[src/rtl/alu_op_sequencer.sv]
// Registered initiator for the combinational ALU: accepts a request, drives the ALU
// operands for one settle cycle, then returns the latched result and status flags.
module alu_op_sequencer #(
   parameter int WIDTH = 32
) (
   input  logic             clk,
   input  logic             rst,
   input  logic             req_valid,
   output logic             req_ready,
   input  logic [WIDTH-1:0] req_a,
   input  logic [WIDTH-1:0] req_b,
   input  logic [1:0]       req_sel,
   output logic [WIDTH-1:0] alu_inputA,
   output logic [WIDTH-1:0] alu_inputB,
   output logic [1:0]       alu_sel,
   input  logic [WIDTH-1:0] alu_out,
   output logic             res_valid,
   input  logic             res_ready,
   output logic [WIDTH-1:0] res_data,
   output logic             res_zero,
   output logic             res_neg,
   output logic             res_carry,
   output logic             res_ovf
);

   typedef enum logic [1:0] {
      IDLE  = 2'd0,
      ISSUE = 2'd1,
      HOLD  = 2'd2
   } state_t;

   localparam logic [1:0] SEL_ADD = 2'd0;
   localparam logic [1:0] SEL_SUB = 2'd1;

   state_t           r_state;
   state_t           w_nextState;
   logic [WIDTH-1:0] r_aluA;
   logic [WIDTH-1:0] r_aluB;
   logic [1:0]       r_aluSel;
   logic [WIDTH-1:0] r_resData;
   logic             r_zero;
   logic             r_neg;
   logic             r_carry;
   logic             r_ovf;
   logic [WIDTH:0]   w_sum;
   logic [WIDTH:0]   w_diff;
   logic             w_carry;
   logic             w_ovf;
   logic             w_accept;

   always_ff @(posedge clk) begin
      if (rst) begin
         r_state <= IDLE;
      end else begin
         r_state <= w_nextState;
      end
   end

   always_comb begin
      w_nextState = r_state;
      case (r_state)
         IDLE:    if (req_valid) w_nextState = ISSUE;
         ISSUE:   w_nextState = HOLD;
         HOLD:    if (res_ready) w_nextState = IDLE;
         default: w_nextState = IDLE;
      endcase
   end

   always_comb begin
      req_ready = 1'b0;
      res_valid = 1'b0;
      case (r_state)
         IDLE:    req_ready = 1'b1;
         HOLD:    res_valid = 1'b1;
         default: ;
      endcase
   end

   assign w_accept = (r_state == IDLE) && req_valid;

   // Carry/overflow come from a private WIDTH+1-bit adder on the registered operands,
   // so they stay correct regardless of how the external ALU reports its result.
   always_comb begin
      w_sum   = {1'b0, r_aluA} + {1'b0, r_aluB};
      w_diff  = {1'b0, r_aluA} - {1'b0, r_aluB};
      w_carry = 1'b0;
      w_ovf   = 1'b0;
      case (r_aluSel)
         SEL_ADD: begin
            w_carry = w_sum[WIDTH];
            w_ovf   = (r_aluA[WIDTH-1] == r_aluB[WIDTH-1]) &&
                      (w_sum[WIDTH-1] != r_aluA[WIDTH-1]);
         end
         SEL_SUB: begin
            w_carry = w_diff[WIDTH];
            w_ovf   = (r_aluA[WIDTH-1] != r_aluB[WIDTH-1]) &&
                      (w_diff[WIDTH-1] != r_aluA[WIDTH-1]);
         end
         default: ;
      endcase
   end

   always_ff @(posedge clk) begin
      if (rst) begin
         r_aluA    <= '0;
         r_aluB    <= '0;
         r_aluSel  <= '0;
         r_resData <= '0;
         r_zero    <= 1'b0;
         r_neg     <= 1'b0;
         r_carry   <= 1'b0;
         r_ovf     <= 1'b0;
      end else begin
         if (w_accept) begin
            r_aluA   <= req_a;
            r_aluB   <= req_b;
            r_aluSel <= req_sel;
         end
         if (r_state == ISSUE) begin
            r_resData <= alu_out;
            r_zero    <= (alu_out == '0);
            r_neg     <= alu_out[WIDTH-1];
            r_carry   <= w_carry;
            r_ovf     <= w_ovf;
         end
      end
   end

   assign alu_inputA = r_aluA;
   assign alu_inputB = r_aluB;
   assign alu_sel    = r_aluSel;
   assign res_data   = r_resData;
   assign res_zero   = r_zero;
   assign res_neg    = r_neg;
   assign res_carry  = r_carry;
   assign res_ovf    = r_ovf;

endmodule

[config.mk]
export PLATFORM = sky130hd
export DESIGN_NAME = alu_op_sequencer
export DESIGN_NICKNAME = d
export VERILOG_FILES = /design/src/rtl/alu_op_sequencer.sv
export SDC_FILE = /design/constraint.sdc
export NUM_CORES = 1
export LEC_CHECK = 0
export BUFFER_PORTS_ARGS = -buffer_cell sky130_fd_sc_hd__buf_2
export CORE_MARGIN = 1
export CORE_UTILIZATION = 49
export CTS_CLUSTER_SIZE = 20
export DETAILED_ROUTE_END_ITERATION = 12
export PLACE_DENSITY = 0.8
export SLEW_MARGIN = 20
export SYNTH_ARGS = -nofsm -noshare
export SYNTH_HDL_FRONTEND = slang
export SYNTH_SLANG_ARGS = --single-unit
[constraint.sdc]
create_clock -name clk -period 2.5 [get_ports clk]
set_clock_uncertainty 0.15 [all_clocks]
set_input_delay 0.5 -clock clk [delete_from_list [all_inputs] [get_ports clk]]
set_output_delay 0.5 -clock clk [all_outputs]
set_load 0.02 [all_outputs]
**After elaboration in Yosys (flattened, before gate mapping)**

Index checks and enable logic that the tools add are counted.

- Add/sub/neg operators: 2
- Equality and inequality tests: 9
- Mux-type cells: 7
- Reduce and logical (&&, ||, !) cells: 7

Operators by type and width:

| kind | count |
|---|---|
| adder 32 x 32 -> 33 bit | 1 |
| subtractor 32 x 32 -> 33 bit | 1 |
| logical NOT 32 bit | 1 |
| case mux 2 bit (3 select lines) | 1 |
| == test 2 x 1 -> 1 bit, second input constant | 2 |
| logical NOT 2 bit | 2 |
| two-way mux 2 bit | 2 |
| inequality test 2 bit, second input constant | 2 |
| case mux 1 bit (2 select lines) | 2 |
| logical AND 1 bit | 3 |
| inequality test 1 bit | 3 |
| == test 2 bit, second input constant | 1 |
| two-way mux 1 bit | 2 |
| AND reduction 2 bit | 1 |
| == test 1 bit | 1 |

- Register bits after elaboration: 104
- Logic and storage cells: 34

**Depth between registers and ports, before layout**

Gate-level depths: netlist (run 1).

- Depth in word-level cells: 4
- Gate-level depth with buffers: 9

**Worst setup path before layout (run 1)**

Ideal clock, no wire load.

- Path kind: flip-flop to flip-flop
- Start point: reg r_aluB[12], in the netlist alu_inputB[12]
- End point: reg r_ovf, in the netlist res_ovf
- Arrival: 2.084 ns
- Path slack: 0.178 ns
- Cell stages (with the launch flop): 10
- Path buffers: 0
- Period minus slack after synthesis: 2.322 ns
- Cells stage by stage: dfxtp_1 inv_1 ha_1 nor4_2 nand2_1 a2111oi_4 nor4_2 o211ai_2 nand4b_1 a311oi_2

- Word-level cells in the longest chain between the ends: 4

Ends and longest elaborated chain:

| what | RTL line | text |
|---|---|---|
| start, declared | 38 | `logic [WIDTH-1:0] r_aluB;` |
| start signal, assigned | 116 | `r_aluB <= req_b;` |
| subtractor 32 x 32 -> 33 bit / adder 32 x 32 -> 33 bit (equally long branches) | 85, 84 |  |
| inequality test 1 bit (on tied branches) | 97, 92 |  |
| logical AND 1 bit (on tied branches) | 96, 91 |  |
| case mux 1 bit (2 select lines) (*) | 88 | `case (r_aluSel)` |
| end signal, assigned | 124 | `r_ovf <= w_ovf;` |
| end, declared | 44 | `logic r_ovf;` |

Every way passes the cells marked *; elsewhere a longest branch is shown, timed or not.
A chain may end at the register's enable or synchronous reset.

**Final worst setup path (run 1)**

- Start point: reg r_aluB[9], in the netlist alu_inputB[9]
- End point: reg r_ovf, in the netlist res_ovf

The elaborated chain is that of the path after synthesis.

==> metrics.log, run 1 <==
[metrics] sequential-to-total area share from yosys stat: 39.3%
[metrics] DRC violation count after routing: 0
[metrics] Mean Syn Cell Area: 7.83 um^2
[metrics] post-detailed-route wirelength per cell: 13.5 um
[metrics] final hold violations: 0
[metrics] die height: 106 um
[metrics] area grow syn2layout: 27.6%
[metrics] worst hold path depth: 3
[metrics] final sum of negative setup slack: 0 ns
[metrics] largest cells by area after synthesis: sky130_fd_sc_hd__dfxtp_1 39%, sky130_fd_sc_hd__ha_1 15%, sky130_fd_sc_hd__nand2_1 15%, sky130_fd_sc_hd__a21oi_1 11%, sky130_fd_sc_hd__inv_1 3.0%
[metrics] power per unit of standard cell area: 571 nW/um^2
[metrics] final std cells w/o fill: 1004
[metrics] post-synthesis sequential element count: 103
[metrics] per-cell via count in the routed design: 5.07
[metrics] final estimated routing congestion in global placement: 0.881
[metrics] minimum period implied by the final worst setup slack: 2.39 ns
[metrics] count of maximum capacitance violations: 0
[metrics] power share of the clock group: 29.4%
[metrics] utilization after layout: 64.6%
[metrics] placed cell count: 989
[metrics] vias after detailed routing: 5092
[metrics] async set-reset flop share out of synthesis: 0%
[metrics] Clock H-tree levels: 3
[metrics] number of buffers created by CTS: 9
[metrics] max-slew violation count: 0
[metrics] starting density of the core: 50.6%
[metrics] fraction of layout instances using a drive strength above 1: 28.8%
[metrics] Total Power: 3.82 mW
[metrics] library cell occupying the most area in the post-synthesis netlist: sky130_fd_sc_hd__dfxtp_1
[metrics] Synthesis Warnings: 0
[metrics] cell-internal power: 2.64 mW
[metrics] multi-input combinational cell area: 2950 um^2
[metrics] residual antenna-violating net count after detailed routing: 0
[metrics] area of all placed cells without fillers: 6700 um^2
[metrics] endpoints failing setup: 0
[metrics] static leakage: 3.23 nW
[metrics] later-pin clock latency in the skew report: 0.35 ns
[metrics] cell area after synthesis: 5250 um^2
[metrics] fmax: 418 MHz
[metrics] biggest fanout along the worst timing path: 4
[metrics] CP required: 2.61 ns
[metrics] number of search-and-repair iterations in the first detailed-routing pass: 5
[metrics] Antenna diodes: 0
[metrics] worst min-delay path category: in2reg
[metrics] ys flop type: sky130_fd_sc_hd__dfxtp_1
[metrics] Comb pwr share: 22.8%
[metrics] Critical Path Start Type: flop
[metrics] unrepaired setup endpoints after global routing: yes
[metrics] largest net degree at the start of global routing: 104
[metrics] first-pass GRT wire length: 22100 um
[metrics] antenna violations before repair: 0
[metrics] I/O pins: 206
[metrics] kind of end point of the critical path: flop
[metrics] clock net sink count: 103
[metrics] root buffer cell: sky130_fd_sc_hd__clkbuf_8
[metrics] data arrival time of the critical path: 2.51 ns
[metrics] post-route setup slack: 0.105 ns
[metrics] number of global-route vias before repair: 4732
[metrics] status: complete, no violations
[metrics] transition time at the pin with the least slew margin: 0.657 ns
[metrics] net count after synthesis: 835
[metrics] layout filler cell count: 949
[metrics] Max-Slew Margin vs Limit: 56.2%
[metrics] worst hold-check slack: 0.223 ns
[metrics] number of cells produced by synthesis: 671
[metrics] clock edge transition at the registers on the reported setup and hold paths: 0.10 ns
[metrics] post-place setup slack: 0.0974 ns
[metrics] worst setup path class: reg2reg
[metrics] Max rail drop VDD: 0.317 mV
[metrics] ranking of synthesized cells by instance count: 206 x sky130_fd_sc_hd__nand2_1, 120 x sky130_fd_sc_hd__a21oi_1, 103 x sky130_fd_sc_hd__dfxtp_1, 62 x sky130_fd_sc_hd__ha_1, 42 x sky130_fd_sc_hd__inv_1
[metrics] number of placement rows: 37
[metrics] share of the cycle needed by the critical path after routing: 95.8%
[metrics] detailed placer's ending HPWL: 9910 um
[metrics] count of unique library cells instantiated by Yosys: 46
[metrics] total routed wirelength: 13600 um
[metrics] post-detailed-placement cell area: 6440 um^2
[metrics] number of synthesized flops with an enable pin: 0
[metrics] proportion of total power due to net switching: 31.1%
[metrics] length in cells of the worst reg-to-reg path: 9
[metrics] # nets final: 1028
[metrics] power spent charging and discharging nets: 1.19 mW
[metrics] sequential cell area: 2070 um^2
[metrics] Die Area: 11100 um^2
[metrics] relative contribution of sequential cells to total power: 47.7%
[metrics] leftover overflow at the end of global routing: 0
[metrics] CTS tree: built
[metrics] number of input and output port buffers inserted: 205
[metrics] count leader, synth: sky130_fd_sc_hd__nand2_1
[metrics] global-route total usage across every layer: 24.4%
[metrics] area fraction of the dominant cell type after synthesis: 39.3%
[metrics] number of buffers on the longest clock path: 2
[metrics] DR iter-0 viols: 305
[metrics] core box area: 10400 um^2
[metrics] width of the die: 106 um
## cell usage in the layout (no fill, tap or decap), types with 2 or more instances in the layout
cell and count:
sky130_fd_sc_hd__o21ai_1 2, sky130_fd_sc_hd__a221o_1 2, sky130_fd_sc_hd__clkbuf_8 9, sky130_fd_sc_hd__nor4_2 4, sky130_fd_sc_hd__dfxtp_1 100, sky130_fd_sc_hd__nand2_2 2, sky130_fd_sc_hd__nand3b_1 3, sky130_fd_sc_hd__a21oi_1 120
sky130_fd_sc_hd__bufinv_16 2, sky130_fd_sc_hd__nor3_1 4, sky130_fd_sc_hd__nand2_1 204, sky130_fd_sc_hd__a31oi_1 3, sky130_fd_sc_hd__inv_1 42, sky130_fd_sc_hd__nor4_1 9, sky130_fd_sc_hd__nand2b_1 8, sky130_fd_sc_hd__nor2_1 16
sky130_fd_sc_hd__nor2b_1 5, sky130_fd_sc_hd__nor3b_1 4, sky130_fd_sc_hd__dfxtp_2 3, sky130_fd_sc_hd__buf_12 3, sky130_fd_sc_hd__ha_1 61, sky130_fd_sc_hd__buf_4 9, sky130_fd_sc_hd__o31ai_1 3, sky130_fd_sc_hd__buf_2 204
sky130_fd_sc_hd__o21ai_0 6, sky130_fd_sc_hd__nand4_1 7, sky130_fd_sc_hd__a211oi_1 2
## worst max-delay path, cell delays in order (launching register included)
cell                       delay (ns)
sky130_fd_sc_hd__dfxtp_2         0.36
sky130_fd_sc_hd__inv_1           0.05
sky130_fd_sc_hd__ha_1            0.34
sky130_fd_sc_hd__nor3b_1         0.08
sky130_fd_sc_hd__o31ai_1         0.24
sky130_fd_sc_hd__a31oi_1         0.14
sky130_fd_sc_hd__nor4_2          0.37
sky130_fd_sc_hd__o211ai_2        0.15
sky130_fd_sc_hd__nand4b_4        0.19
sky130_fd_sc_hd__a311oi_2        0.24
## state kept, by name, indices dropped and copies added (netlist names)
register	cells
alu_sel	2
alu_inputB	32
r_state	2
res_zero	1
res_carry	1
res_ovf	1
alu_inputA	32
res_data	32
## final timing paths
check / startpoint / end / slack (ns)
setup / recovery: alu_inputB[9] / res_ovf / 0.11
hold / removal: req_a[16] / alu_inputA[16] / 0.22
setup reg to reg: alu_inputB[9] / res_ovf / 0.11
hold reg to reg: res_data[5] / res_data[5] / 0.31
## power by group through the flow
stage          logic, mW  registers (mW)  clock network [mW]
6_report           0.873            1.83                1.13
5_1_grt            0.963            1.84                1.24
4_1_cts            0.861            1.83                1.16
3_5_place_dp       0.855            1.86                   0
3_3_place_gp       0.848            1.86                   0
2_1_floorplan      0.425            1.97                   0
## final cells by class
cell class	count	area share, %
Clock inverter	5	1.21
Inverter	42	2.35
Multi-Input combinational cell	492	44.0
Clock buffer	10	1.90
Timing Repair Buffer	216	17.1
Sequential cell	103	30.8
Tap cell	136	2.54
## cell families (layout without fill, tap and decap cells)
family                     count (synthesis)  in the layout  synth area share, %
buffers and inverters                     76            273                 5.50
adders and majority gates                 62             62                 14.8
and+or+nand+nor                          274            274                 22.8
AOI/OAI and AO/OA                        155            155                 17.5
DFF                                      103            103                 39.3
muxes                                      1              1                0.191
## repair_timing
item,in CTS,in global routing
hold buffers,0,0
buffers inserted,0,0
resized for setup,0,9
endpoints found under the setup margin,0,2
## routing by layer
layer  share of wire, %  vias up  global-route usage (%)
li1                   -     2625                       -
met4                1.6        0                    6.55
met5                  0        -                       0
met3                5.0       14                    4.76
met2                 49      145                    41.9
met1                 45     2308                    31.2
Note: power is estimated with default switching activity, not from simulation.
==> run 2, diff against run 1 <==
--- a/config.mk
+++ b/config.mk
@@ -6,6 +6,7 @@
 export NUM_CORES = 1
 export LEC_CHECK = 0
 export BUFFER_PORTS_ARGS = -buffer_cell sky130_fd_sc_hd__buf_2
+export CORE_ASPECT_RATIO = 0.75
 export CORE_MARGIN = 1
 export CORE_UTILIZATION = 49
 export CTS_CLUSTER_SIZE = 20
==> run 2 against run 1 <==
Effect of this change:
- sequential power barely moved
- worst setup slack better by 0.050 ns
- final area rose by 2.5%
- via count increased by 2.0%
- sequential cell count is the same
- clock-buffer cell count stayed put
- worst hold slack improved by 0.013 ns
- fmax up 2.1%
- total power is 6.3% higher
- register-to-register slack improved by 0.05 ns
- first-iteration DRC count decreased by 10%
- global-route usage up 0.23 points
==> metrics.log, run 2 (synthesis gave the netlist of run 1 again) <==
[metrics] crit path cell chain: inv_1 -> ha_4 -> nor2b_1 -> o31ai_2 -> a31oi_2 -> nor4_2 -> o211ai_2 -> nand4b_4 -> a311oi_2
[metrics] max-slew violation count: 0
[metrics] unrepaired setup endpoints after global routing: yes
[metrics] final estimated routing congestion in global placement: 0.849
[metrics] clock edge transition at the registers on the reported setup and hold paths: 0.07 ns
[metrics] vias after detailed routing: 5192
[metrics] data arrival time of the critical path: 2.45 ns
[metrics] share of the cycle needed by the critical path after routing: 93.8%
[metrics] number of buffers created by CTS: 9
[metrics] Die Area: 11100 um^2
[metrics] DR iter-0 viols: 273
[metrics] Clock H-tree levels: 3
[metrics] number of buffers on the longest clock path: 2
[metrics] biggest fanout along the worst timing path: 5
[metrics] critical path's largest stage delay: 0.37 ns
[metrics] Antenna diodes: 0
[metrics] clock net sink count: 103
[metrics] post-detailed-route wirelength per cell: 13.5 um
[metrics] number of global-route vias before repair: 4642
[metrics] fmax: 426 MHz
[metrics] multi-input combinational cell area: 3020 um^2
[metrics] hold_buf cts: 0
[metrics] fraction of layout instances using a drive strength above 1: 30.1%
[metrics] DRC violation count after routing: 0
[metrics] worst hold-check slack: 0.236 ns
[metrics] area grow syn2layout: 30.7%
[metrics] minimum period implied by the final worst setup slack: 2.34 ns
[metrics] largest net degree at the start of global routing: 68
[metrics] die height: 91.7 um
[metrics] final std cells w/o fill: 1006
[metrics] CP max stage cell: sky130_fd_sc_hd__dfxtp_1
[metrics] final hold violations: 0
[metrics] transition time at the pin with the least slew margin: 0.680 ns
[metrics] number of placement rows: 32
[metrics] number of search-and-repair iterations in the first detailed-routing pass: 5
[metrics] CTS tree: built
[metrics] layout filler cell count: 905
[metrics] placed cell count: 990
[metrics] worst min-delay path category: in2reg
[metrics] per-cell via count in the routed design: 5.16
[metrics] Max-Slew Margin vs Limit: 54.7%
[metrics] leading cell types in the layout, fill and taps excluded: 204 x sky130_fd_sc_hd__nand2_1, 204 x sky130_fd_sc_hd__buf_2, 120 x sky130_fd_sc_hd__a21oi_1
[metrics] antenna violations before repair: 0
[metrics] residual antenna-violating net count after detailed routing: 0
[metrics] Critical Path Start Type: flop
[metrics] Post-CTS Resized: 0
[metrics] buffers inserted during post-CTS setup optimization: 0
[metrics] number of input and output port buffers inserted: 205
[metrics] sequential cell area: 2060 um^2
[metrics] root buffer cell: sky130_fd_sc_hd__clkbuf_16
[metrics] endpoints failing setup: 0
[metrics] count of maximum capacitance violations: 0
[metrics] first-pass GRT wire length: 22100 um
[metrics] detailed placer's ending HPWL: 10100 um
[metrics] worst setup path class: reg2reg
[metrics] later-pin clock latency in the skew report: 0.34 ns
[metrics] status: complete, no violations
[metrics] Total Power: 4.06 mW
[metrics] power per unit of standard cell area: 592 nW/um^2
[metrics] kind of end point of the critical path: flop
[metrics] CP required: 2.61 ns
[metrics] I/O pins: 206
[metrics] final sum of negative setup slack: 0 ns
[metrics] leftover overflow at the end of global routing: 0
[metrics] total routed wirelength: 13600 um
[metrics] static leakage: 3.27 nW
[metrics] starting density of the core: 50.6%
[metrics] global-route total usage across every layer: 24.7%
[metrics] Max rail drop VDD: 0.429 mV
[metrics] core box area: 10400 um^2
[metrics] # nets final: 1029
[metrics] width of the die: 122 um
[run 2: cell count changes in the layout (fill, tap and decap cells not counted), moves of 2 or more]
cell / delta
sky130_fd_sc_hd__clkbuf_16: +9
sky130_fd_sc_hd__bufinv_16: -2
sky130_fd_sc_hd__ha_2: +2
sky130_fd_sc_hd__clkbuf_8: -8
sky130_fd_sc_hd__clkinvlp_4: +2
sky130_fd_sc_hd__ha_1: -3
[run 2: final cells by class]
class	instances	share of cell area, %
clock buffer	10	3.48
timing repair buffer	217	17.0
multi-input combinational	492	44.0
inverter	42	2.30
clock inverter	6	0.656
tap	136	2.48
sequential	103	30.1
[run 2: power breakdown]
part / switching [mW] / internal (mW) / total (mW) / leakage [nW]
Sequential: 0.0891 / 1.74 / 1.83 / 0.844
Combinational: 0.549 / 0.348 / 0.897 / 2.30
Clock: 0.632 / 0.706 / 1.34 / 0.131
[run 2: metal layers]
layer / GRT usage (%) / part of all wire [%] / vias up
li1: - / - / 2632
met1: 32.5 / 46 / 2355
met2: 39.8 / 44 / 190
met3: 6.84 / 7.9 / 15
met4: 5.45 / 1.2 / 0
met5: 0 / 0 / -
[run 2: critical path: cells and delay by family (launching register included)]
kind / cells / cell delay, ns
simple gates: 3 / 0.62
buf+inv: 1 / 0.08
fa+ha+maj: 1 / 0.30
compound gates: 4 / 0.75
flops: 1 / 0.37
[run 2: worst paths after layout]
check / to / slack, ns / depth (start not counted) / from
worst max-delay path: res_ovf / 0.16 / 9 / alu_inputB[10]
worst min-delay path: alu_inputA[21] / 0.24 / 3 / req_a[21]
worst max register to register: res_ovf / 0.16 / 9 / alu_inputB[10]
worst min register to register: res_data[28] / 0.30 / 2 / res_data[28]
[run 2: stage by stage]
| stage | area, um^2 | setup slack (ns) | util, % |
|---|---|---|---|
| 2_1_floorplan | 5250 | 0.178 | - |
| 3_3_place_gp | 6460 | 0.187 | 62.3 |
| 3_5_place_dp | 6460 | 0.0646 | 62.3 |
| 4_1_cts | 6750 | 0.0460 | 65.1 |
| 5_1_grt | 6870 | -0.0151 | 66.2 |
| 6_report | 6870 | 0.155 | 66.2 |
